$ cat src/rtl/idli_pkg.sv
// idli_pkg: types and constants shared by the idli core blocks.
//   mem_state_t  - memory sequencer FSM states
//   sqi_mode_t   - SQI pad bus direction (block drives / block samples)
//   MEM_CMD_*    - SQI RAM command bytes
//   MEM_*_LEN    - nibble counts of each sequencer phase
//   mem_last()   - true in the final cycle of a timed sequencer phase
package idli_pkg;

  typedef enum logic [2:0] {
    MEM_IDLE  = 3'd0,
    MEM_CMD   = 3'd1,
    MEM_ADDR  = 3'd2,
    MEM_DUMMY = 3'd3,
    MEM_DATA  = 3'd4,
    MEM_END   = 3'd5
  } mem_state_t;

  typedef enum logic {
    SQI_MODE_OUT = 1'b0,
    SQI_MODE_IN  = 1'b1
  } sqi_mode_t;

  localparam logic [7:0] MEM_CMD_RD = 8'h03;
  localparam logic [7:0] MEM_CMD_WR = 8'h02;

  localparam logic [2:0] MEM_CMD_LEN   = 3'd2;
  localparam logic [2:0] MEM_ADDR_LEN  = 3'd6;
  localparam logic [2:0] MEM_DUMMY_LEN = 3'd2;
  localparam logic [2:0] MEM_DATA_LEN  = 3'd4;

  // Nibble counter restarts at zero on every state change, so a phase of
  // length N is finished when the counter reads N-1.
  function automatic logic mem_last(input mem_state_t st, input logic [2:0] cnt);
    logic r;
    r = 1'b0;
    case (st)
      MEM_CMD:   r = (cnt == MEM_CMD_LEN   - 3'd1);
      MEM_ADDR:  r = (cnt == MEM_ADDR_LEN  - 3'd1);
      MEM_DUMMY: r = (cnt == MEM_DUMMY_LEN - 3'd1);
      MEM_DATA:  r = (cnt == MEM_DATA_LEN  - 3'd1);
      MEM_END:   r = 1'b1;
      default:   r = 1'b0;
    endcase
    return r;
  endfunction

endpackage

$ cat src/rtl/idli_mem_arb_m.sv
// idli_mem_arb_m: arbiter and SQI sequencer for the single SQI RAM.
// Shares the RAM between the fetch requester (F, read only) and the
// load/store requester (D), and turns each granted 16-bit word access into a
// command / address / (dummy) / data nibble sequence on the SQI pads.
// Ports:
//   i_mem_gck, i_mem_rst          clock, async active-high reset
//   i_mem_f_req/_addr             fetch request and word address
//   o_mem_f_gnt, o_mem_f_done     fetch grant pulse, fetch data-valid pulse
//   i_mem_d_req/_wr/_addr/_wdata  load/store request, op, address, store data
//   o_mem_d_gnt, o_mem_d_done     data grant pulse, data done pulse
//   o_mem_rdata                   read word, valid during a done pulse
//   o_mem_sqi_cs                  chip select, active-low
//   o_mem_sqi_mode                0 = block drives bus, 1 = block samples bus
//   o_mem_sqi_data, i_mem_sqi_data  outgoing / incoming nibble
module idli_mem_arb_m
  import idli_pkg::*;
(
  input  logic        i_mem_gck,
  input  logic        i_mem_rst,
  input  logic        i_mem_f_req,
  input  logic [15:0] i_mem_f_addr,
  output logic        o_mem_f_gnt,
  output logic        o_mem_f_done,
  input  logic        i_mem_d_req,
  input  logic        i_mem_d_wr,
  input  logic [15:0] i_mem_d_addr,
  input  logic [15:0] i_mem_d_wdata,
  output logic        o_mem_d_gnt,
  output logic        o_mem_d_done,
  output logic [15:0] o_mem_rdata,
  output logic        o_mem_sqi_cs,
  output logic        o_mem_sqi_mode,
  output logic [3:0]  o_mem_sqi_data,
  input  logic [3:0]  i_mem_sqi_data
);

  mem_state_t  r_state;
  mem_state_t  w_next;
  logic [2:0]  r_cnt;
  logic [1:0]  r_starve;
  logic        r_is_d;
  logic        r_wr;
  logic        r_f_gnt;
  logic        r_d_gnt;
  logic [15:0] r_addr;
  logic [15:0] r_wdata;
  logic [23:0] r_osh;
  logic [15:0] r_ish;

  logic        w_last;
  logic        w_f_win;
  logic        w_d_win;
  logic [7:0]  w_cmd;
  sqi_mode_t   w_mode;

  assign w_last = mem_last(r_state, r_cnt);

  // F wins when D is idle or after D has been granted twice over a waiting F.
  assign w_f_win = (r_state == MEM_IDLE) && i_mem_f_req &&
                   (!i_mem_d_req || (r_starve == 2'd2));
  assign w_d_win = (r_state == MEM_IDLE) && i_mem_d_req && !w_f_win;

  assign w_cmd = (w_d_win && i_mem_d_wr) ? MEM_CMD_WR : MEM_CMD_RD;

  always_comb begin
    w_next = r_state;
    case (r_state)
      MEM_IDLE:  if (w_f_win || w_d_win) w_next = MEM_CMD;
      MEM_CMD:   if (w_last) w_next = MEM_ADDR;
      MEM_ADDR:  if (w_last) w_next = r_wr ? MEM_DATA : MEM_DUMMY;
      MEM_DUMMY: if (w_last) w_next = MEM_DATA;
      MEM_DATA:  if (w_last) w_next = MEM_END;
      MEM_END:   w_next = MEM_IDLE;
      default:   w_next = MEM_IDLE;
    endcase
  end

  // Control state: FSM, counters, grants, latched op and the read word.
  always_ff @(posedge i_mem_gck or posedge i_mem_rst) begin
    if (i_mem_rst) begin
      r_state  <= MEM_IDLE;
      r_cnt    <= 3'd0;
      r_starve <= 2'd0;
      r_is_d   <= 1'b0;
      r_wr     <= 1'b0;
      r_f_gnt  <= 1'b0;
      r_d_gnt  <= 1'b0;
      r_ish    <= 16'h0000;
    end else begin
      r_state <= w_next;
      r_cnt   <= (w_next != r_state) ? 3'd0 : r_cnt + 3'd1;
      r_f_gnt <= w_f_win;
      r_d_gnt <= w_d_win;

      if (w_f_win) begin
        r_starve <= 2'd0;
      end else if (w_d_win && i_mem_f_req && (r_starve != 2'd2)) begin
        r_starve <= r_starve + 2'd1;
      end

      if (w_f_win || w_d_win) begin
        r_is_d <= w_d_win;
        r_wr   <= w_d_win && i_mem_d_wr;
      end

      // Read nibbles arrive MSB first; sampled at the end of each DATA cycle.
      if ((r_state == MEM_DATA) && !r_wr) begin
        r_ish <= {r_ish[11:0], i_mem_sqi_data};
      end
    end
  end

  // Outgoing datapath: command first, address reloaded on ADDR entry,
  // store data reloaded on DATA entry; the top nibble is always on the pads.
  always_ff @(posedge i_mem_gck) begin
    if (w_f_win || w_d_win) begin
      r_addr  <= w_f_win ? i_mem_f_addr : i_mem_d_addr;
      r_wdata <= i_mem_d_wdata;
      r_osh   <= {w_cmd, 16'h0000};
    end else if ((r_state == MEM_CMD) && w_last) begin
      r_osh <= {7'b0, r_addr, 1'b0};
    end else if ((r_state == MEM_ADDR) && w_last && r_wr) begin
      r_osh <= {r_wdata, 8'h00};
    end else begin
      r_osh <= {r_osh[19:0], 4'h0};
    end
  end

  always_comb begin
    w_mode = SQI_MODE_OUT;
    if ((r_state == MEM_DUMMY) || ((r_state == MEM_DATA) && !r_wr)) begin
      w_mode = SQI_MODE_IN;
    end
  end

  assign o_mem_sqi_mode = w_mode;
  assign o_mem_sqi_cs   = !((r_state == MEM_CMD)   || (r_state == MEM_ADDR) ||
                            (r_state == MEM_DUMMY) || (r_state == MEM_DATA));
  // Data output is gated by state so the pads read zero whenever not driving.
  assign o_mem_sqi_data = ((r_state == MEM_CMD) || (r_state == MEM_ADDR) ||
                           ((r_state == MEM_DATA) && r_wr)) ? r_osh[23:20] : 4'h0;

  assign o_mem_f_gnt  = r_f_gnt;
  assign o_mem_d_gnt  = r_d_gnt;
  assign o_mem_f_done = (r_state == MEM_END) && !r_is_d;
  assign o_mem_d_done = (r_state == MEM_END) && r_is_d;
  assign o_mem_rdata  = r_ish;

endmodule

$ cat config.mk
export PLATFORM = sky130hd
export DESIGN_NAME = idli_mem_arb_m
export DESIGN_NICKNAME = d
export VERILOG_FILES = /design/src/rtl/idli_pkg.sv /design/src/rtl/idli_mem_arb_m.sv
export SDC_FILE = /design/constraint.sdc
export NUM_CORES = 1
export LEC_CHECK = 0
export BUFFER_PORTS_ARGS = -buffer_cell sky130_fd_sc_hd__buf_4
export CAP_MARGIN = 20
export CORE_UTILIZATION = 47
export CTS_CLUSTER_DIAMETER = 50
export DETAILED_ROUTE_END_ITERATION = 6
export HOLD_SLACK_MARGIN = 0.02
export PLACE_DENSITY = 0.74
export SLEW_MARGIN = 20
export SYNTH_ARGS = -nofsm -noshare
export SYNTH_HDL_FRONTEND = slang
export SYNTH_SLANG_ARGS = --single-unit
$ cat constraint.sdc
create_clock -name i_mem_gck -period 2.8 [get_ports i_mem_gck]
set_clock_uncertainty 0.05 [all_clocks]
set_input_delay 0.42 -clock i_mem_gck [delete_from_list [all_inputs] [get_ports i_mem_gck]]
set_output_delay 0.42 -clock i_mem_gck [all_outputs]
set_load 0.05 [all_outputs]
After elaboration in Yosys (flattened, before gate mapping) --
Index checks and enable logic that the tools add are counted.
Cells by class: $add $sub $neg 2, equality and inequality tests 11, muxes and demuxes 18, reduce and logical (&&, ||, !) cells 30
Operator list (number):
- two-way mux 24 bit | 3
- two-way mux 3 bit | 7
- two-way mux 16 bit | 1
- case mux 3 bit (5 select lines) | 1
- logical AND 1 bit | 14
- equality test 3 x 2 -> 1 bit (second input constant) | 3
- equality test 3 bit (second input constant) | 3
- logical OR 1 bit | 7
- equality test 3 x 1 -> 1 bit (second input constant) | 2
- logical NOT 1 bit | 5
- two-way mux 2 bit | 2
- two-way mux 4 bit | 1
- case mux 1 bit (4 select lines) | 1
- OR reduction 2 bit | 2
- adder 3 x 1 -> 3 bit (second input constant) | 1
- logical NOT 3 bit | 1
- != test 3 bit | 1
- adder 2 x 1 -> 2 bit (second input constant) | 1
- equality test 2 bit (second input constant) | 1
- two-way mux 1 bit | 2
- != test 2 bit (second input constant) | 1
- nonzero test 2 bit | 1
Word-level totals: register bits 84, bits of input ports 57, output and inout port bits 26, word-level logic and storage cells 74

Longest topological paths before layout --
Gate-level depths: netlist of the first run.
depth in word-level cells 10, depth in mapped cells 8, gate-level depth less buffers 7

Worst setup path after synthesis of the first run --
No wires, ideal clock.
path type register to register, start register r_state[1], end register r_osh[12], library setup time 0.122 ns, data arrival time 2.432 ns, required time 2.628 ns, setup slack 0.196 ns, cell stages (with the launch flop) 8, path buffers 1, clock period less this slack 2.604 ns, cell sequence dfrtp_1 -> buf_2 -> nor3_1 -> o21ai_1 -> inv_1 -> nor2_1 -> and3_1 -> a221o_1
Between the ends: cells in the longest elaborated chain, start to end 7, elaborated cells on any way between the ends 19, those cells by class eq/ne: 5; mux: 3; reduce/logical: 11
RTL lines:
- start, declared | line idli_mem_arb_m.sv:37 | mem_state_t r_state;
- start signal, assigned | line idli_mem_arb_m.sv:90 | r_state <= w_next;
- equality test 3 x 1 -> 1 bit or equality test 3 x 2 -> 1 bit (tied branches) | line idli_pkg.sv:36, idli_mem_arb_m.sv:120
- OR reduction 2 bit (no line)
- case mux 1 bit (4 select lines) | line idli_pkg.sv:36 | case (st)
- logical AND 1 bit (2 in series) | line idli_mem_arb_m.sv:122 | end else if ((r_state == MEM_ADDR) && w_last && r_wr) begin
- two-way mux 24 bit | line idli_mem_arb_m.sv:122
- two-way mux 24 bit | line idli_mem_arb_m.sv:120 | end else if ((r_state == MEM_CMD) && w_last) begin
- end signal, assigned | line idli_mem_arb_m.sv:119 | r_osh <= {w_cmd, 16'h0000};
- end signal, assigned | line idli_mem_arb_m.sv:121 | r_osh <= {7'b0, r_addr, 1'b0};
- end signal, assigned | line idli_mem_arb_m.sv:123 | r_osh <= {r_wdata, 8'h00};
- end, declared | line idli_mem_arb_m.sv:47 | logic [23:0] r_osh;
Several ways; a longest one is shown, not always the timed one. A chain may end at the register's enable or synchronous reset.

Worst setup path after layout of the first run --
start register r_state[0], end register r_osh[12]
Same word-level chain as after synthesis.

==> results of run 1 <==
sequential cells by signal, summed over array words and instances, names as in the netlist:
signal / cells
r_is_d: 1
o_mem_rdata: 16
r_cnt: 3
r_wdata: 16
r_addr: 16
r_wr: 1
r_osh: 23
r_state: 3
o_mem_f_gnt: 1
o_mem_d_gnt: 1
r_starve: 2
Yosys cell counts (2+ instances only):
cell,count
a21oi_1,3
mux2_2,32
buf_6,3
ha_1,2
buf_2,5
a221o_1,2
o211ai_1,6
inv_1,3
a21o_1,3
dfxtp_1,23
and3_1,11
clkbuf_1,3
mux2i_1,7
edfxtp_1,32
nand4_1,2
nand2_1,30
nor2_1,17
dfrtp_1,28
o21ai_0,4
xnor2_1,2
nand3_1,8
nor3_1,3
nor2b_1,6
worst paths after layout:
check | slack, ps | to | cells after the start
worst max-delay path | 270 | r_osh[12] | 6
worst min-delay path | 90 | o_mem_rdata[8] | 3
worst max register to register | 270 | r_osh[12] | 6
worst min register to register | 390 | r_osh[6] | 2
max in group asynchronous | 2340 | r_starve[1] | 3
min in group i_mem_gck | 190 | r_wdata[3] | 1
worst max-delay path, delay by kind of cell, from the launching register on:
kind            cells  cell delay [ps]
simple gates        3             1120
flops               1              640
compound gates      2              500
buf+inv             1              160
per-layer routing:
metal  vias to the layer above  wire, um  global-route usage (%)
met1                      1060      2750                    23.8
met2                        59      2970                    28.8
met4                         0       116                    7.12
met5                         -         0                       0
met3                        11       288                    6.06
li1                       1096         -                       -
cell families after synthesis:
logic type	after synthesis	share of synthesized area [%]
AO/OA/AOI/OAI	25	5.44
flip-flops	83	64.0
multiplexers	39	13.0
buffers and inverters	15	2.64
AND/OR/NAND/NOR	87	13.0
adder cells (fa/ha/maj)	3	1.09
XOR/XNOR	3	0.793
layout make-up:
cell class	instances	area [um^2]	area share, %
Inverter	4	17.5	0.411
Multi-Input combinational cell	157	1100	25.9
Clock buffer	15	188	4.41
Timing Repair Buffer	90	676	15.9
Tap cell	96	120	2.82
Sequential cell	83	2120	49.8
Clock inverter	1	30.0	0.705
through the flow:
| stage | worst slack (ps) | hold WS (ps) | utilization [%] |
|---|---|---|---|
| 2_1_floorplan | 196 | 368 | - |
| 3_3_place_gp | 527 | 381 | 59.5 |
| 3_5_place_dp | 363 | 381 | 59.5 |
| 4_1_cts | 312 | 84.3 | 62.7 |
| 5_1_grt | 33.6 | 94.7 | 62.7 |
| 6_report | 272 | 88.3 | 62.7 |
report_power, final:
part           switching [mW]  internal (mW)
registers               0.256           1.73
logic                    1.21          0.710
clock network           0.402          0.517
total                    1.87           2.96
==> impl_results.md, run 1 <==
- Final Hold Viols: 0
- Critical Path Source Type: flop
- Cell total after placement: between 400 and 500
- Largest area contributor in the netlist: edfxtp_1
- Post-synthesis register bit count: 83
- Num rows: 30
- Design area: between 0.004 and 0.005 mm^2
- Leak pwr: 1.87 nW
- TNS Setup: 0 ps
- Synth warnings: 0
- Critical path class: reg -> reg
- Drt via density: 4.99
- Critical Path RT: 3040 ps
- CTS tree: yes
- Most frequent cells in the layout: buf_4, mux2_2, edfxtp_1
- F_max: 0.395 GHz
- Slowest Stage Delay on Critical Path: 660 ps
- Syn Inst Count: approximately 260
- Syn_nets: ~310
- Global-route wire length before repair: 10200 um
- Setup-failing EPs final: 0
- Vias: 2226
- Reg2reg start: r_state[0]
- Setup repair after global routing missed its margin: no
- Latest clock arrival within the worst-skew pair: ~350 ps
- Layout cell share with drive strength beyond 1: 39.7%
- Pwr Total: 4.82 mW
- CP cell instances: nor3_1, o21ai_1, inv_1, nor2_1, and3_1, a221o_1
- Total track usage: 18.4%
- Prevailing post-synth register cell: edfxtp_1
- Vias in the first global route: around 2200
- GRT overflow: 0
- Worst VDD drop: between 0.4 and 0.5 mV
- Routed len/inst: between 10 and 15 um
- Mapped Avg Cell Area: about 13 um^2
- PostCTS Resize Cnt: 0
- H-tree depth: 3
- Cts bufs inserted: 9
- Worst path slowest cell: nor2_1
- Max-slew violation count: 0
- Initial antenna violation count: 0
- Root Driver: clkbuf_8
- Fraction of registers with async set/reset: 33.7%
- Hold Path Class: in -> async
- CP endpoint kind: flop
- CTS clock-pin slew for the worst setup and hold paths: ~80 ps
- Yosys cell types: 43
- CTS max path bufs: 2
- Least-Margin Pin Slew: 803 ps
- Placed cell area: 0.00404 mm^2
- CORE AREA: between 0.006 and 0.007 mm^2
- ANT cells: 0
- Initial Utilization: roughly 49%
- Layout Nets: 404
- Clock sink count: 83
- Drt pass-1 iters: 4
- Outcome: finished clean
- Die ar.: approximately 0.0074 mm^2
- Worst slew margin: 46.3%
- Largest net degree at the start of global routing: 29
- Area grow syn2layout: 28.5%
- Final wirelength: 6120 um
- DR iter-0 viols: 81
- Final period util: approximately 90%
- Post-synth EDFFs: 32
- Pwr/cell area: between 1000 and 1500 mW/mm^2
- I/O Pins: 83
- Die width: about 86 um
- Commonest non-fill, non-tap cell in the layout: buf_4
- Register area share after synthesis: between 60% and 70%
- Leading post-synthesis cells by cell area: edfxtp_1, dfrtp_1, dfxtp_1, mux2_2, nand2_1
- Max_cap viols: 0
- Final non-filler cell total: 446
- RD Place Congestion: 0.808
- Crit path DAT: around 2800 ps
- Post-synth top area share: between 20 and 30%
- Die Y: 86.0 um
- # hold bufs at CTS: 0
- Fillers: 503
- ANT nets after route: 0
- Hpwl dp: about 4400 um
- Critical path peak fanout: 17
- IO buf count: 82
- # DRC: 0
- Worst setup path startpoint: r_state[0]
- Postcts setup bufs: 0
- Post-Synthesis Cell Area: around 0.0033 mm^2
- Period minus WS final: 2530 ps
Power figures use the tool's default switching activity.
==> run 2, diff against run 1 <==
Settings changed: BUFFER_PORTS_ARGS -buffer_cell sky130_fd_sc_hd__buf_4 to -buffer_cell sky130_fd_sc_hd__buf_2, CORE_ASPECT_RATIO set to 1.1.
==> run 2 against run 1 <==
- register-to-register slack gained 180 ps
- sequential share of layout area grew 2.7 points
- non-clock buffer count shrank 1
- total power shrank 1.9%
- sequential power is essentially flat
- fmax grew 3.8%
- largest power group unchanged
- sequential cell count is the same
- cell area shrank 5.1%
==> impl_results.md, run 2 (same netlist as run 1, synthesis figures left out) <==
- Outcome: finished clean
- Area grow syn2layout: 21.9%
- Setup repair after global routing missed its margin: no
- CTS tree: yes
- Layout cell share with drive strength beyond 1: 41.0% (+1.3 points)
- Worst path slowest cell: dfrtp_1
- Worst VDD drop: 0.735 mV (+49%)
- Most frequent cells in the layout: buf_2, mux2_2, edfxtp_1
- Die ar.: 0.00739 mm^2 (about the same)
- Pwr/cell area: 1170 mW/mm^2 (+3.4%)
- Design area: 0.00404 mm^2 (-5.1%)
- RD Place Congestion: 0.827 (+2.4%)
- ANT cells: 0 (unchanged)
- CTS max path bufs: 2 (unchanged)
- IO buf count: 82 (unchanged)
- Final non-filler cell total: 431 (-3.4%)
- Cell total after placement: 415 (-3.5%)
- Layout Nets: 403 (-0.25%)
- Drt pass-1 iters: 4 (unchanged)
- Vias: 2183 (-1.9%)
- Root Driver: clkbuf_8
- H-tree depth: 3 (unchanged)
- ANT nets after route: 0 (unchanged)
- Leak pwr: 1.80 nW (-3.5%)
- Routed len/inst: 13.5 um (-1.3%)
- Commonest non-fill, non-tap cell in the layout: buf_2
- Critical Path Source Type: flop
- Drt via density: 5.06 (+1.5%)
- Hpwl dp: 4110 um (-5.6%)
- Vias in the first global route: 2162 (-3.7%)
- Critical Path RT: 2330 ps (-710 ps)
- Slowest Stage Delay on Critical Path: 530 ps (-130 ps)
- Crit-path leading delay family: flip-flops
- Hold Path Class: in -> async
- Cell Int Power: 2.84 mW (-4.0%)
- Initial Utilization: 49.4% (+0.61 points)
- Critical path peak fanout: 8 (-9)
- Critical path class: reg -> out
- Setup-failing EPs final: 0 (unchanged)
- CP endpoint kind: output pin
- Die width: 82.1 um (-4.5%)
- Final period util: 87.0% (-3.3 points)
- Post-Route Utilization: 60.2% (-2.4 points)
- Sw power: 1.90 mW (+1.5%)
- Crit path DAT: 1970 ps (-800 ps)
- Final Hold Viols: 0 (unchanged)
- Num rows: 31 (+3.3%)
- Placed cell area: 0.00381 mm^2 (-5.7%)
- Latest clock arrival within the worst-skew pair: 350 ps (about the same)
- Final wirelength: 5840 um (-4.6%)
- Global-route wire length before repair: 9650 um (-5.5%)
- Max_cap viols: 0 (unchanged)
- Combinational share of power: 37.9% (-1.9 points)
- Cell mode on critical path: a21oi_1
- Critical path depth: 6 (unchanged)
- CORE AREA: 0.00671 mm^2 (-1.2%)
- R2R cell count: 4 (-2)
- Flop pwr share: 41.7% (+0.5 points)
- Clock share of power: 20.5% (+1.4 points)
- Largest net degree at the start of global routing: 29 (unchanged)
- TNS Setup: 0 ps (unchanged)
- Cts bufs inserted: 9 (unchanged)
- Period minus WS final: 2440 ps (-93.5 ps)
- CTS clock-pin slew for the worst setup and hold paths: 90 ps (about the same)
- # DRC: 0 (unchanged)
- Least-Margin Pin Slew: 583 ps (-220 ps)
- Switching Share: 40.1% (+1.3 points)
- Reg2reg start: r_state[0]
- Die Y: 90.1 um (+4.8%)
- Total track usage: 17.8% (-0.63 points)
- DR iter-0 viols: 153 (+89%)
- Place WS: 360 ps (-3.58 ps)
- Max-slew violation count: 0 (unchanged)
- Largest register FFs: 23 (unchanged)
- F_max: 0.411 GHz (+3.8%)
- Biggest register: r_osh
- I/O Pins: 83 (unchanged)
- Clock sink count: 83 (unchanged)
- GRT overflow: 0 (unchanged)
- CP bufs+invs: 1 (unchanged)
- Worst setup margin: 365 ps (+93.5 ps)
- CP cell instances: and2b_1, a21oi_1, nor2_1, a21oi_1, nor2b_1, buf_2
- Worst slew margin: 61.1% (+15 points)
- Postcts setup bufs: 0 (unchanged)
- Worst setup path startpoint: r_state[2]
- Initial antenna violation count: 0 (unchanged)
run 2: timing repair:
| item | CTS | global route |
|---|---|---|
| gates resized for setup | 0 | 1 |
| hold buffers | 0 | 0 |
| setup endpoints to repair | 0 | 1 |
run 2: path summary, 6_finish.rpt:
path                                     end  slack, ps
setup / recovery           o_mem_sqi_data[2]        360
hold / removal                o_mem_rdata[8]         70
setup reg to reg                   r_osh[12]        450
hold reg to reg                     r_osh[5]        400
max in group asynchronous    o_mem_rdata[15]       2250
min in group i_mem_gck            r_wdata[5]        180
run 2: through the flow:
stage	power (mW)	hold slack, ps
2_1_floorplan	3.37	368
3_3_place_gp	3.75	384
3_5_place_dp	3.80	382
4_1_cts	4.78	155
5_1_grt	5.04	103
6_report	4.73	66.4
run 2: layer usage:
metal  wire length [um]  track usage, %  up-vias  share of wire, %
li1                   -               -     1093                 -
met1               2510            21.5     1008                43
met2               2880            27.1       70                49
met3                313            6.90       12               5.4
met4                137            8.77        0               2.3
met5                  0               0        -                 0
run 2: final cells by class:
class                      instances  area, um^2
clock buffer                       9         124
clock inverter                     7         105
fill                             524        2670
inverter                           4        17.5
multi-input combinational        157        1110
sequential                        83        2120
tap                               82         103
timing repair buffer              89         463
run 2: power by group through the flow:
stage | Combinational (mW) | Sequential (mW) | Clock (mW)
3_3_place_gp | 1.77 | 1.98 | 0
6_report | 1.79 | 1.97 | 0.969
5_1_grt | 1.96 | 2.03 | 1.05
2_1_floorplan | 1.02 | 2.35 | 0
4_1_cts | 1.81 | 1.97 | 1.00
3_5_place_dp | 1.81 | 2.00 | 0
==> run 3, diff against run 2 <==
Settings changed: PLACE_DENSITY 0.74 to 0.84.
==> run 3 against run 2 <==
- sequential cell count stayed put
- cell area decreased by 0.96%
- hold slack worse by 5.2 ps
- cell count grew 0.23%
- register-to-register slack lost 40 ps
- total power down 2.9%
- non-clock buffer count increased by 1
- first-iteration DRC count up 20%
- critical endpoint is now o_mem_sqi_mode
- largest cell class unchanged
- highest routed layer unchanged
==> impl_results.md, run 3 (same netlist as run 1, synthesis figures left out) <==
- Critical Path Source Type: flop
- Final period util: 87.1% (+0.14 points)
- CP bufs+invs: 2 (+1)
- Max_cap viols: 0 (unchanged)
- # DRC: 0 (unchanged)
- DR iter-0 viols: 183 (+20%)
- Setup-failing EPs final: 0 (unchanged)
- PostCTS Resize Cnt: 0 (unchanged)
- TNS Setup: 0 ps (unchanged)
- Commonest non-fill, non-tap cell in the layout: buf_2
- Largest register FFs: 23 (unchanged)
- IO buf count: 82 (unchanged)
- Vias in the first global route: 2232 (+3.2%)
- Crit path DAT: 1970 ps (about the same)
- Max-slew violation count: 0 (unchanged)
- Total track usage: 19.1% (+1.3 points)
- ANT cells: 0 (unchanged)
- Pwr/cell area: 1150 mW/mm^2 (-2.0%)
- Cts bufs inserted: 9 (unchanged)
- Num rows: 31 (unchanged)
- Die ar.: 0.00739 mm^2 (unchanged)
- Drt pass-1 iters: 4 (unchanged)
- Worst slew margin: 48.1% (-13 points)
- Critical path class: reg -> out
- Period minus WS final: 2440 ps (+3.91 ps)
- Outcome: finished clean
- Worst VDD drop: 0.665 mV (-9.6%)
- CTS max path bufs: 2 (unchanged)
- H-tree depth: 3 (unchanged)
- Least-Margin Pin Slew: 775 ps (+192 ps)
- Final Hold Viols: 0 (unchanged)
- Initial antenna violation count: 0 (unchanged)
- Die width: 82.1 um (unchanged)
- Crit-path leading delay family: flip-flops
- Die Y: 90.1 um (unchanged)
- Root Driver: clkbuf_8
- Area grow syn2layout: 20.8%
- Design area: 0.00400 mm^2 (-0.96%)
- Postcts setup bufs: 0 (unchanged)
- CTS tree: yes
- I/O Pins: 83 (unchanged)
- RD Place Congestion: 0.850 (+2.8%)
- Routed len/inst: 14.4 um (+6.0%)
- Slowest Stage Delay on Critical Path: 540 ps (about the same)
- CP endpoint kind: output pin
- CORE AREA: 0.00671 mm^2 (unchanged)
- F_max: 0.410 GHz (-0.16%)
- Biggest register: r_osh
- Layout Nets: 404 (+0.25%)
- Most frequent cells in the layout: buf_2, mux2_2, edfxtp_1
- CTS clock-pin slew for the worst setup and hold paths: 90 ps (about the same)
- CP cell instances: or2b_1, nor3_2, buf_4, a21o_1, buf_2
- Placed cell area: 0.00382 mm^2 (+0.20%)
- Hpwl dp: 4420 um (+7.6%)
- # hold bufs at CTS: 0 (unchanged)
- Critical Path RT: 2330 ps (about the same)
- Initial Utilization: 49.4% (unchanged)
- Latest clock arrival within the worst-skew pair: 360 ps (about the same)
- Worst path slowest cell: dfrtp_1
- Vias: 2231 (+2.2%)
- Layout cell share with drive strength beyond 1: 40.9% (-0.12 points)
- GRT overflow: 0 (unchanged)
- Clock sink count: 83 (unchanged)
- ANT nets after route: 0 (unchanged)
- Final wirelength: 6200 um (+6.3%)
- Leak pwr: 1.79 nW (-0.87%)
- Largest net degree at the start of global routing: 29 (unchanged)
- Setup repair after global routing missed its margin: no
- Global-route wire length before repair: 10600 um (+10%)
- Drt via density: 5.16 (+2.0%)
- Critical path peak fanout: 17 (+9)
- Hold Path Class: in -> async
[run 3: changes by cell type in the layout (fill, tap and decap cells not counted), sizes merged]
cell	previous run	this run
clkinv	0	3
bufinv	2	0
buf	89	90
inv	8	7
[run 3: area by class of cell]
type / instances / area [um^2]
Clock buffer: 9 / 124
Clock inverter: 7 / 61.3
Fill cell: 525 / 2710
Inverter: 4 / 17.5
Multi-Input combinational cell: 157 / 1100
Sequential cell: 83 / 2120
Tap cell: 82 / 103
Timing Repair Buffer: 90 / 470
[run 3: through the flow]
step	setup WS, ps	hold slack, ps	utilization [%]	total power [mW]	instances
4_1_cts	335	173	59.6	4.61	432
6_report	361	61.2	59.6	4.59	432
3_5_place_dp	443	385	56.9	3.82	416
5_1_grt	73.5	111	59.6	4.88	432
3_3_place_gp	592	384	56.9	3.74	416
2_1_floorplan	196	368	-	3.37	255
[run 3: path summary, 6_finish.rpt]
check	from	depth (start not counted)	end	slack, ps
worst max-delay path	r_state[2]	5	o_mem_sqi_mode	360
worst min-delay path	i_mem_rst	2	o_mem_rdata[13]	60
worst max register to register	r_state[0]	6	r_osh[12]	410
worst min register to register	r_addr[5]	2	r_osh[6]	400
max in group asynchronous	i_mem_rst	2	o_mem_rdata[5]	2260
min in group i_mem_gck	i_mem_d_wdata[5]	1	r_wdata[5]	180
[run 3: worst register-to-register path, delay by kind of cell (launching register included)]
kind / cells / cell delay (ps)
DFF: 1 / 630
AOI/OAI and AO/OA: 2 / 430
buffers and inverters: 1 / 150
and+or+nand+nor: 3 / 1090
[run 3: metal layers]
metal	track usage (%)	vias to the layer above	share of wire, %
li1	-	1095	-
met1	24.9	1066	42
met2	30.0	61	52
met3	4.37	9	4.1
met4	8.33	0	1.5
met5	0	-	0
[run 3: power by group]
group | internal [mW] | leakage (nW) | total (mW) | switching [mW]
clock network | 0.339 | 0.0936 | 0.799 | 0.460
logic | 0.590 | 0.870 | 1.81 | 1.22
registers | 1.73 | 0.823 | 1.99 | 0.259
total | 2.66 | 1.79 | 4.59 | 1.94
